`config.mk`:
```
export PLATFORM = sky130hd
export DESIGN_NAME = bf_host_port
export DESIGN_NICKNAME = d
export VERILOG_FILES = /design/src/rtl/bf_pkg.sv /design/src/rtl/bf_sync_fifo.sv /design/src/rtl/bf_host_port.sv
export SDC_FILE = /design/constraint.sdc
export NUM_CORES = 1
export LEC_CHECK = 0
export ABC_AREA = 1
export BUFFER_PORTS_ARGS = -buffer_cell sky130_fd_sc_hd__buf_4
export CAP_MARGIN = 20
export CORE_MARGIN = 10
export CORE_UTILIZATION = 51
export DETAILED_ROUTE_END_ITERATION = 8
export GPL_TIMING_DRIVEN = 0
export PLACE_DENSITY = 0.75
export SLEW_MARGIN = 20
export SYNTH_ARGS = -nofsm -noshare
export SYNTH_HDL_FRONTEND = slang
export SYNTH_SLANG_ARGS = --single-unit
```
`constraint.sdc`:
```
create_clock -name clk -period 2.3 [get_ports clk]
set_clock_uncertainty 0.15 [all_clocks]
set_input_delay 0.23 -clock clk [delete_from_list [all_inputs] [get_ports clk]]
set_output_delay 0.23 -clock clk [all_outputs]
set_load 0.02 [all_outputs]
```
`src/rtl/bf_pkg.sv`:
```
// Shared constants and FSM state types for the bf_machine host port.
package bf_pkg;

    localparam int WORD_SIZE = 8;

    localparam logic [WORD_SIZE-1:0] REQ_MARK = {WORD_SIZE{1'b1}};
    localparam logic [WORD_SIZE-1:0] OUT_MARK = {{(WORD_SIZE-1){1'b1}}, 1'b0};
    localparam logic [WORD_SIZE-1:0] ACK_VAL  = '0;

    typedef enum logic {
        OBS_IDLE,
        OBS_ARMED
    } obs_state_t;

    typedef enum logic [1:0] {
        I_IDLE,
        I_SYNC,
        I_DATA
    } in_state_t;

endpackage

```
`src/rtl/bf_sync_fifo.sv`:
```
// Single-clock FIFO with a registered write and a combinational head read.
// A pop frees the slot in the same cycle, so push+pop while full both succeed.
module bf_sync_fifo #(
    parameter int WIDTH = 8,
    parameter int DEPTH = 4
) (
    input  logic             clk,
    input  logic             rst,
    input  logic             push,
    input  logic [WIDTH-1:0] wdata,
    input  logic             pop,
    output logic [WIDTH-1:0] rdata,
    output logic             full,
    output logic             empty
);

    localparam int AW = $clog2(DEPTH);

    logic [WIDTH-1:0] mem [DEPTH];
    logic [AW-1:0]    wr_ptr;
    logic [AW-1:0]    rd_ptr;
    logic [AW:0]      count;
    logic             do_push;
    logic             do_pop;

    assign empty   = (count == '0);
    assign full    = (count == (AW+1)'(DEPTH));
    assign do_pop  = pop && !empty;
    assign do_push = push && (!full || do_pop);

    // Head reads as zero when empty so the output is defined out of reset.
    assign rdata = empty ? '0 : mem[rd_ptr];

    always_ff @(posedge clk or negedge rst) begin
        if (!rst) begin
            wr_ptr <= '0;
            rd_ptr <= '0;
            count  <= '0;
        end else begin
            if (do_push) wr_ptr <= wr_ptr + AW'(1);
            if (do_pop)  rd_ptr <= rd_ptr + AW'(1);
            count <= count + (AW+1)'(do_push) - (AW+1)'(do_pop);
        end
    end

    always_ff @(posedge clk) begin
        if (do_push) mem[wr_ptr] <= wdata;
    end

endmodule

```
`src/rtl/bf_host_port.sv`:
```
// Host-side port of a bf_machine: an observer that captures marked output words
// into a FIFO, and an input FSM that sends host words behind a held sync marker.
module bf_host_port #(
    parameter int WORD_SIZE   = bf_pkg::WORD_SIZE,
    parameter int HOLD_CYCLES = 16,
    parameter int OUT_DEPTH   = 4
) (
    input  logic                 clk,
    input  logic                 rst,
    input  logic [WORD_SIZE-1:0] machine_output,
    output logic [WORD_SIZE-1:0] machine_input,
    input  logic [WORD_SIZE-1:0] in_data,
    input  logic                 in_valid,
    output logic                 in_ready,
    output logic [WORD_SIZE-1:0] out_data,
    output logic                 out_valid,
    input  logic                 out_ready,
    output logic                 busy,
    output logic                 ovf_err,
    output logic                 rsv_err,
    output bf_pkg::obs_state_t   obs_state_dbg,
    output bf_pkg::in_state_t    in_state_dbg
);

    localparam logic [WORD_SIZE-1:0] REQ_W = {WORD_SIZE{1'b1}};
    localparam logic [WORD_SIZE-1:0] OUT_W = {{(WORD_SIZE-1){1'b1}}, 1'b0};
    localparam logic [WORD_SIZE-1:0] ACK_W = '0;
    localparam int CW = $clog2(HOLD_CYCLES + 1);

    bf_pkg::obs_state_t   obs_state, obs_next;
    bf_pkg::in_state_t    in_state, in_next;
    logic [WORD_SIZE-1:0] obs_prev;
    logic [WORD_SIZE-1:0] word_q, word_next;
    logic [CW-1:0]        hold_cnt, hold_next;
    logic                 ovf_q, ovf_next;
    logic                 rsv_q, rsv_next;
    logic                 fifo_push, fifo_pop, fifo_full, fifo_empty;
    logic                 transfer;

    // Both streams use valid/ready: a word moves on a cycle where valid && ready
    // are both high; the sender holds data stable while valid is high and ready low.
    assign in_ready = rst && (in_state == bf_pkg::I_IDLE) && (machine_output == REQ_W)
                      && (obs_state == bf_pkg::OBS_IDLE);
    assign transfer = in_valid && in_ready;

    assign out_valid = !fifo_empty;
    assign fifo_pop  = out_valid && out_ready;

    assign busy          = (in_state != bf_pkg::I_IDLE);
    assign ovf_err       = ovf_q;
    assign rsv_err       = rsv_q;
    assign obs_state_dbg = obs_state;
    assign in_state_dbg  = in_state;

    bf_sync_fifo #(
        .WIDTH (WORD_SIZE),
        .DEPTH (OUT_DEPTH)
    ) u_out_fifo (
        .clk   (clk),
        .rst   (rst),
        .push  (fifo_push),
        .wdata (machine_output),
        .pop   (fifo_pop),
        .rdata (out_data),
        .full  (fifo_full),
        .empty (fifo_empty)
    );

    always_ff @(posedge clk or negedge rst) begin
        if (!rst) begin
            obs_state <= bf_pkg::OBS_IDLE;
            in_state  <= bf_pkg::I_IDLE;
            obs_prev  <= REQ_W;
            word_q    <= '0;
            hold_cnt  <= '0;
            ovf_q     <= 1'b0;
            rsv_q     <= 1'b0;
        end else begin
            obs_state <= obs_next;
            in_state  <= in_next;
            obs_prev  <= machine_output;
            word_q    <= word_next;
            hold_cnt  <= hold_next;
            ovf_q     <= ovf_next;
            rsv_q     <= rsv_next;
        end
    end

    // Observer: arm on the leading edge of OUT_MARK, then the next change is data.
    always_comb begin
        obs_next  = obs_state;
        fifo_push = 1'b0;
        case (obs_state)
            bf_pkg::OBS_IDLE: begin
                if (machine_output == OUT_W && obs_prev != OUT_W) obs_next = bf_pkg::OBS_ARMED;
            end
            bf_pkg::OBS_ARMED: begin
                if (machine_output != obs_prev) begin
                    fifo_push = 1'b1;
                    obs_next  = bf_pkg::OBS_IDLE;
                end
            end
            default: obs_next = bf_pkg::OBS_IDLE;
        endcase
        ovf_next = ovf_q | (fifo_push && fifo_full && !fifo_pop);
    end

    always_comb begin
        in_next   = in_state;
        word_next = word_q;
        hold_next = hold_cnt;
        rsv_next  = rsv_q;
        case (in_state)
            bf_pkg::I_IDLE: begin
                if (transfer) begin
                    if (in_data == REQ_W) begin
                        rsv_next = 1'b1;
                    end else begin
                        word_next = in_data;
                        hold_next = CW'(HOLD_CYCLES - 1);
                        in_next   = bf_pkg::I_SYNC;
                    end
                end
            end
            bf_pkg::I_SYNC: begin
                if (hold_cnt == '0) in_next = bf_pkg::I_DATA;
                else                hold_next = hold_cnt - CW'(1);
            end
            bf_pkg::I_DATA: begin
                if (machine_output == ACK_W) in_next = bf_pkg::I_IDLE;
            end
            default: in_next = bf_pkg::I_IDLE;
        endcase
    end

    always_comb begin
        case (in_state)
            bf_pkg::I_SYNC: machine_input = REQ_W;
            bf_pkg::I_DATA: machine_input = word_q;
            default:        machine_input = ACK_W;
        endcase
    end

endmodule

```
### Yosys cells after proc, flatten, opt, wreduce, memory -nomap -nowiden

Memories as Yosys holds them, arrays and structs flattened.
Cells that the tools add are included.

| storage, ports and cells | value |
|---|---|
| output and inout bits | 24 |
| memories kept | 1 |
| RAM bits | 32 |
| bits in registers | 33 |
| bits of input ports | 20 |
| word-level logic and storage cells | 74 |

Memory list:

| name | depth | bits a word | rd ports | clocked after memory_dff | wr ports | line | text |
|---|---|---|---|---|---|---|---|
| u_out_fifo.mem | 4 | 8 | 1 | 0 | 1 | bf_sync_fifo.sv:19 | `logic [WIDTH-1:0] mem [DEPTH];` |

| operators by class | value |
|---|---|
| bitwise operators | 3 |
| add/subtract/negate cells | 5 |
| reductions and logical operators | 24 |
| muxes and demuxes | 18 |
| equality and inequality tests | 13 |

Operator list:

| cell | count |
|---|---|
| $eq 8x8->1 const B | 3 |
| $pmux 8 s2 | 1 |
| $mux 5 | 3 |
| $logic_and 1x1->1 | 10 |
| $ne 2x2->1 const B | 5 |
| $pmux 5 s2 | 1 |
| $logic_not 8->1 | 1 |
| $mux 2 | 4 |
| $mux 8 | 1 |
| $ne 8x8->1 | 1 |
| $ne 8x8->1 const B | 1 |
| $reduce_and 4->1 | 2 |
| $mux 1 | 6 |
| $pmux 2 s3 | 1 |
| $reduce_and 3->1 | 2 |
| $logic_not 5->1 | 1 |
| $sub 5x1->5 const B | 1 |
| $add 2x1->2 const B | 2 |
| $reduce_bool 2->1 | 2 |
| $add 3x1->3 | 1 |
| $eq 3x3->1 const B | 1 |
| $logic_not 1->1 | 3 |
| $logic_not 3->1 | 1 |
| $sub 3x1->3 | 1 |
| 7 further kinds | 8 |

### Longest topological paths before layout

Gate-level depths: netlist of the first run.

| logic depth | value |
|---|---|
| depth in word-level cells | 8 |
| gate-level depth with buffers | 11 |
| depth with buffers taken out | 11 |

### Cells and area by module

A second synthesis of the first run with hierarchy kept.

| unflattened totals | value |
|---|---|
| cell total of the unflattened synthesis | 380 |
| area, all modules | 3323.2 sq um |

Modules (own cells, without submodules):

| module | cells an instance | area each (sq um) | times used | sequential area each (sq um) |
|---|---|---|---|---|
| bf_sync_fifo | 179 | 1819.2 | 1 | 1136.1 |
| bf_host_port | 201 | 1503.9 | 1 | 660.6 |

### Worst setup path after synthesis of the first run

Ideal clock, no wire load.

| path | value |
|---|---|
| path type | register to register |
| from | register u_out_fifo.count[2] |
| to | register u_out_fifo.count[2] |
| clock period less this slack | 2.123 ns |
| stages on the path, launching flop included | 8 |
| setup slack | 0.177 ns |
| required time | 2.021 ns |
| data arrival time | 1.844 ns |
| buffers on the path | 0 |
| path through | dfrtp_1 > nor3_4 > nor2_1 > ha_1 > inv_1 > ha_1 > fa_1 > xor2_1 |

| on the way | value |
|---|---|
| cells in the longest elaborated chain, start to end | 8 |
| elaborated cells between the ends (all ways) | 10 |
| those cells by class | 2 x add/sub; 1 x eq/ne; 7 x reduce/logical |

Ends and longest elaborated chain:

| what | line | text |
|---|---|---|
| start: declaration | bf_sync_fifo.sv:22 | `logic [AW:0] count;` |
| start signal: assignment | bf_sync_fifo.sv:42 | `count <= count + (AW+1)'(do_push) - (AW+1)'(do_pop);` |
| $logic_not 3->1 | bf_sync_fifo.sv:26 | `assign empty = (count == '0);` |
| $logic_not 1->1 | bf_sync_fifo.sv:28, bf_host_port.sv:46 |  |
| $logic_and 1x1->1 | bf_host_port.sv:47 | `assign fifo_pop = out_valid && out_ready;` |
| $logic_and 1x1->1 | bf_sync_fifo.sv:28 | `assign do_pop = pop && !empty;` |
| $logic_or 1x1->1 | bf_sync_fifo.sv:29 | `assign do_push = push && (!full \|\| do_pop);` |
| $logic_and 1x1->1 | bf_sync_fifo.sv:29 |  |
| $add 3x1->3 | bf_sync_fifo.sv:42 |  |
| $sub 3x1->3 * | bf_sync_fifo.sv:42 |  |

Mark *: on every way between the ends. The rest lies on a longest branch, timed or not.
A chain may end at the register's enable or synchronous reset.

### Final worst setup path of the first run

| path | value |
|---|---|
| from | input machine_output[6] |
| to | register u_out_fifo.count[2] |

| on the way | value |
|---|---|
| cells in the longest elaborated chain, start to end | 6 |

Ends and longest elaborated chain:

| what | line | text |
|---|---|---|
| start: declaration | bf_host_port.sv:10 | `input logic [WORD_SIZE-1:0] machine_output,` |
| $ne 8x8->1 | bf_host_port.sv:98 | `if (machine_output != obs_prev) begin` |
| $mux 1 | bf_host_port.sv:98 |  |
| $mux 1 | bf_host_port.sv:93 | `case (obs_state)` |
| $logic_and 1x1->1 | bf_sync_fifo.sv:29 |  |
| $add 3x1->3 | bf_sync_fifo.sv:42 |  |
| $sub 3x1->3 | bf_sync_fifo.sv:42 |  |

No other way between the ends.

==> results of run 1 <==
[metrics by stage]
step / hold slack (ns) / setup WS [ns] / util / total power [W]
6_report: 0.03688 / 0.1222 / 0.6769 / 0.004715
5_1_grt: 0.04350 / 0.001412 / 0.6769 / 0.005078
4_1_cts: 0.02971 / 0.009122 / 0.6654 / 0.004700
3_5_place_dp: 0.05275 / -0.05764 / 0.5980 / 0.003598
2_1_floorplan: -0.2156 / 0.1775 / - / 0.002901
3_3_place_gp: 0.04745 / -0.02600 / 0.5980 / 0.003546
[cells in the mapped netlist]
cell / n / area [sq um]
a21boi_2: 1 / 11.26
a21oi_1: 19 / 95.09
buf_1: 1 / 3.750
buf_2: 4 / 20.02
buf_6: 1 / 11.26
clkbuf_1: 1 / 3.750
clkinv_1: 2 / 7.510
dfrtp_1: 25 / 625.6
dfstp_2: 8 / 210.2
edfxtp_1: 32 / 960.9
fa_1: 1 / 20.02
ha_1: 12 / 150.1
inv_1: 33 / 123.9
inv_2: 2 / 7.510
nand2_1: 62 / 232.7
nand2_2: 1 / 6.260
nand2_4: 2 / 22.52
nand3_1: 10 / 50.05
nand3_2: 1 / 10.01
nand4_1: 6 / 37.54
nand4_4: 1 / 21.27
nor2_1: 49 / 183.9
nor2_2: 1 / 6.260
nor2_4: 1 / 11.26
nor3_4: 1 / 16.27
nor4_2: 1 / 12.51
o21a_1: 1 / 7.510
o21ai_0: 17 / 85.08
o21ai_1: 1 / 5.000
o21ai_2: 8 / 70.07
o21ai_4: 1 / 16.27
o21bai_1: 2 / 15.01
xnor2_1: 9 / 78.83
xor2_1: 3 / 26.28
[path summary, 6_finish.rpt]
check	endpoint	slack, ns
setup / recovery	u_out_fifo.count[2]	0.12
hold / removal	rsv_err	0.04
setup reg to reg	u_out_fifo.count[2]	0.17
hold reg to reg	ovf_err	0.33
max in group asynchronous	obs_prev[6]	1.52
min in group asynchronous	hold_cnt[4]	0.17
[cell type report]
| type | count | area, sq um | share of cell area |
|---|---|---|---|
| sequential | 65 | 1797 | 0.4431 |
| multi-input combinational | 211 | 1225 | 0.3021 |
| timing repair buffer | 65 | 534.3 | 0.1317 |
| inverter | 37 | 142.6 | 0.03517 |
| clock buffer | 9 | 123.9 | 0.03055 |
| clock inverter | 7 | 95.09 | 0.02345 |
| tap | 75 | 93.84 | 0.02314 |
| buffer | 5 | 36.28 | 0.008948 |
| timing repair inverter | 1 | 7.507 | 0.001851 |
[sequential cells by signal (all words and copies together) (netlist names)]
name	count
u_out_fifo.wr_ptr	2
ovf_err	1
word_q	8
in_state_dbg	2
u_out_fifo.rd_ptr	2
obs_state_dbg	1
hold_cnt	5
u_out_fifo.mem	32
obs_prev	8
u_out_fifo.count	3
rsv_err	1
[critical path, stage by stage]
cell and delay (ns):
dlygate4sd3_1 0.53, buf_4 0.17, xnor2_1 0.13, nand2_1 0.08, nor2_2 0.10, nand2_2 0.10, nand3_4 0.11, inv_1 0.06
ha_1 0.20, fa_1 0.37, xor2_1 0.17
[metal layers]
| layer | track usage | part of all wire | up-vias |
|---|---|---|---|
| met1 | 0.1794 | 0.44 | 1114 |
| met3 | 0.04050 | 0.059 | 14 |
| li1 | - | - | 1194 |
| met5 | 0 | 0 | - |
| met4 | 0.06836 | 0.021 | 0 |
| met2 | 0.2285 | 0.48 | 55 |
[power by group through the flow]
stage	registers [W]	logic, W	clock network [W]
finish	0.00154	0.00212	0.00106
global route	0.00156	0.00238	0.00114
CTS	0.00153	0.00209	0.00108
detailed placement	0.00156	0.00204	0
global placement	0.00155	0.00200	0
floorplan	0.00156	0.00134	0
[cell families (layout without fill, tap and decap cells)]
family                   Yosys count  in the layout  share of synthesized area
XOR/XNOR                          12             12                    0.03320
adder cells (fa/ha/maj)           13             13                    0.05375
AND/OR/NAND/NOR                  136            136                     0.1929
AO/OA/AOI/OAI                     50             50                    0.09644
flip-flops                        65             65                     0.5676
buffers and inverters             44            124                    0.05613
[timing repair]
| action | 4_1_cts | 5_1_grt |
|---|---|---|
| cloned | 0 | 1 |
| hold buffers | 17 | 0 |
| buffers inserted | 1 | 4 |
| endpoints found under the hold margin | 73 | 0 |
| setup endpoints to repair | 25 | 42 |
| gates resized for setup | 2 | 11 |
| pin swaps | 1 | 0 |
==> impl_metrics.json, run 1 <==
{
  "diodes": 0,
  "ios": 44,
  "clk_latency_ns": 0.33,
  "comb_power_share": 0.449,
  "criticalPathCategory": "in -> reg",
  "crit_start": "machine_output[6]",
  "clk_pin_slew_ns": 0.07,
  "fp.dieH_um": 98.79,
  "final_cell_mix": "nand2_1 (61), buf_4 (47), nor2_1 (46)",
  "wl_per_cell_um": 14.20,
  "syn_area_per_cell_sq_um": 9.892,
  "final_common_cell": "nand2_1",
  "h-tree-depth": 3,
  "cts_tree": "yes",
  "min_period_ns": 2.178,
  "whs_path_depth": 3,
  "grt_usage": 0.1449,
  "finalSetupTns_ns": 0,
  "critPathRequiredTime_ns": 2.37,
  "placed_cells": 438,
  "worst_pin_slew_ns": 0.7176,
  "fin_cells": 475,
  "endpoint_kind": "flip-flop",
  "crit_fanout": 8,
  "peakVddDrop_mv": 0.9130,
  "finish.instance_area_sq_um": 4055,
  "portBuffers": 43,
  "fmax_mhz": 459.2,
  "drtIter0Drc": 109,
  "sw_frac_of_total": 0.4001,
  "grt_pass1_wl_um": 11700,
  "overflow": 0,
  "clockBufferDepth": 2,
  "synth_seq_cells": 65,
  "yosysSeqAreaShare": 0.5676,
  "die-area_sq_um": 9758,
  "startpoint_type": "input port",
  "num_rows": 28,
  "drv_cap": 0,
  "vias": 2377,
  "finalCritPeriodShare": 0.9469,
  "synth_cell_types": 34,
  "syn_nets": 353,
  "drt-total-wl_um": 6745,
  "syn_to_final_growth_pct": 28.10,
  "powerDensity_nw_per_um2": 1163,
  "p_switching_w": 0.001886,
  "p_clk_frac": 0.225,
  "drive_gt1_frac": 0.2650,
  "nFillCells": 444,
  "finalSetupViolCount": 0,
  "grt_start_max_net_pins": 35,
  "cts_made_buffers": 9,
  "gp_congestion": 0.7680,
  "r2r-start": "obs_prev[3]",
  "syn_inst": 320,
  "reg2regPathDepth": 9,
  "finalNetCount": 428,
  "core-area_sq_um": 5991,
  "slew-limit-headroom": 0.5198,
  "drv_slew": 0,
  "hpwlAfterDp_um": 4498,
  "p_int_w": 0.002829,
  "synth_area_sq_um": 3166,
  "cts_sinks": 65,
  "grt_setup_unrepaired": "false",
  "antenna_found_initial": 0,
  "clock-root-buffer": "clkbuf_8",
  "ant_nets": 0,
  "route.detailed.drc": 0,
  "grt_pass1_vias": 2458,
  "hold_viol_final": 0,
  "place_area_sq_um": 3582,
  "outcome": "finished, final reports clean",
  "drt_first_pass_iters": 4,
  "arrival_ns": 2.25,
  "yosysWarningCount": 0,
  "die_x_um": 98.79,
  "hold_class": "in -> reg",
  "seq_power_share": 0.326,
  "p_leak_nw": 1.777,
  "start_util": 0.5284,
  "via_per_inst": 5.004,
  "hp-start": "in_valid"
}
Note: power is estimated with default switching activity, not from simulation.
==> run 2, diff against run 1 <==
--- a/config.mk
+++ b/config.mk
@@ -11,8 +11,10 @@
 export CORE_MARGIN = 10
 export CORE_UTILIZATION = 51
 export DETAILED_ROUTE_END_ITERATION = 8
+export GPL_ROUTABILITY_DRIVEN = 0
 export GPL_TIMING_DRIVEN = 0
 export PLACE_DENSITY = 0.75
+export RECOVER_POWER = 100
 export SLEW_MARGIN = 20
 export SYNTH_ARGS = -nofsm -noshare
 export SYNTH_HDL_FRONTEND = slang
==> run 2 against run 1 <==
  * Die area stayed put
  * Final cell count stayed put
  * Hold slack lost 0.0036 ns
  * Register-to-register slack hardly changed
  * Global-route usage unchanged
  * Sequential share of layout area up 1.3 points
  * Total power shrank 3.0%
  * Via count increased by 0.13%
  * Utilization down 2.0 points
  * Non-clock buffer count stayed put
  * Largest power group unchanged
==> impl_metrics.json, run 2 (synthesis gave the netlist of run 1 again) <==
{
  "drv_cap": 0,
  "clock-root-buffer": "clkbuf_8",
  "hold_viol_final": 0,
  "clk_pin_slew_ns": 0.07,
  "drive_gt1_frac": 0.2175,
  "clk_latency_ns": 0.33,
  "cts_tree": "yes",
  "critPathRequiredTime_ns": 2.37,
  "grt_setup_unrepaired": "false",
  "finalSetupViolCount": 0,
  "finalNetCount": 428,
  "die-area_sq_um": 9758,
  "fmax_mhz": 459.3,
  "final_common_cell": "nand2_1",
  "reg2regPathDepth": 9,
  "peakVddDrop_mv": 0.8272,
  "overflow": 0,
  "core-area_sq_um": 5991,
  "h-tree-depth": 3,
  "clockBufferDepth": 2,
  "grt_pass1_vias": 2458,
  "diodes": 0,
  "via_per_inst": 5.011,
  "grt_usage": 0.1449,
  "grt_start_max_net_pins": 35,
  "crit_fanout": 8,
  "fp.dieH_um": 98.79,
  "whs_path_depth": 3,
  "drv_slew": 0,
  "arrival_ns": 2.25,
  "die_x_um": 98.79,
  "setup_ws_ns": 0.1229,
  "drtIter0Drc": 98,
  "ios": 44,
  "criticalPathCategory": "in -> reg",
  "p_leak_nw": 1.709,
  "cts_made_buffers": 9,
  "largest_reg_flops": 32,
  "hold_class": "in -> reg",
  "finalCritPeriodShare": 0.9465,
  "start_util": 0.5284,
  "min_period_ns": 2.177,
  "powerDensity_nw_per_um2": 1162,
  "slew-limit-headroom": 0.5213,
  "pre_cts_ws_ns": -0.05764,
  "final_cell_mix": "nand2_1 (62), nor2_1 (47), inv_1 (33)",
  "num_rows": 28,
  "drt_first_pass_iters": 5,
  "cts_sinks": 65,
  "final_core_util": 0.6571,
  "hpwlAfterDp_um": 4498,
  "startpoint_type": "input port",
  "top_register": "u_out_fifo.mem",
  "wl_per_cell_um": 14.14,
  "ant_nets": 0,
  "top_regs": "u_out_fifo.mem: 32 flops, obs_prev: 8 flops, word_q: 8 flops",
  "drt-total-wl_um": 6718,
  "endpoint_kind": "flip-flop",
  "syn_to_final_growth_pct": 24.35,
  "outcome": "finished, final reports clean",
  "portBuffers": 43,
  "grt_pass1_wl_um": 11700,
  "vias": 2380,
  "whs_ns": 0.03328,
  "route.detailed.drc": 0,
  "antenna_found_initial": 0,
  "worst_pin_slew_ns": 0.7155
}
[run 2: critical path: stages]
cell and delay [ns]:
dlygate4sd3_1 0.53, buf_4 0.17, xnor2_1 0.13, nand2_1 0.08, nor2_2 0.10, nand2_2 0.10, nand3_4 0.11, inv_1 0.06
ha_1 0.20, fa_1 0.37, xor2_1 0.17
[run 2: routing by layer]
layer / up-vias / routed length, um / global-route usage
li1: 1195 / - / -
met1: 1112 / 3014 / 0.1794
met2: 59 / 3165 / 0.2285
met3: 14 / 394 / 0.04050
met4: 0 / 144 / 0.06836
met5: - / 0 / 0
[run 2: worst paths after layout]
| path | startpoint | end | slack (ns) |
|---|---|---|---|
| max in group asynchronous | rst | obs_prev[4] | 1.52 |
| worst max register to register | obs_prev[3] | u_out_fifo.count[2] | 0.17 |
| min in group asynchronous | rst | hold_cnt[4] | 0.17 |
| worst max-delay path | machine_output[6] | u_out_fifo.count[2] | 0.12 |
| worst min-delay path | in_valid | rsv_err | 0.03 |
| worst min register to register | ovf_err | ovf_err | 0.33 |
[run 2: layout make-up]
| type | instances | area [sq um] |
|---|---|---|
| multi-input cells | 211 | 1195 |
| inverters | 37 | 142.6 |
| fillers | 471 | 2054 |
| repair buffers | 65 | 451.7 |
| well taps | 75 | 93.84 |
| clock buffers | 9 | 123.9 |
| clock inverters | 7 | 95.09 |
| plain buffers | 5 | 30.03 |
| flip-flops and latches | 65 | 1797 |
| repair inverters | 1 | 7.507 |
[run 2: where the power goes]
group          internal, W  switching (W)  total [W]
clock             0.000610       0.000452    0.00106
combinational     0.000695        0.00128    0.00198
sequential         0.00140       0.000133    0.00153
[run 2: what timing repair did]
action                     in CTS  in global routing
gates resized for setup         2                 11
buffers inserted                1                  4
hold buffers                   17                  0
hold endpoints to repair       73                  0
gates cloned                    0                  1
pin swaps                       1                  0
setup endpoints to repair      25                 42
[run 2: metrics by stage]
step | setup TNS (ns) | total power, W | std cells | instance area [sq um]
final | 0 | 0.004575 | 475 | 3936
after global routing | 0 | 0.004938 | 475 | 3936
after CTS | 0 | 0.004700 | 472 | 3986
after detailed placement | -0.6615 | 0.003598 | 438 | 3582
after global placement | -0.02600 | 0.003546 | 438 | 3582
after floorplan | 0 | 0.002901 | 320 | 3166
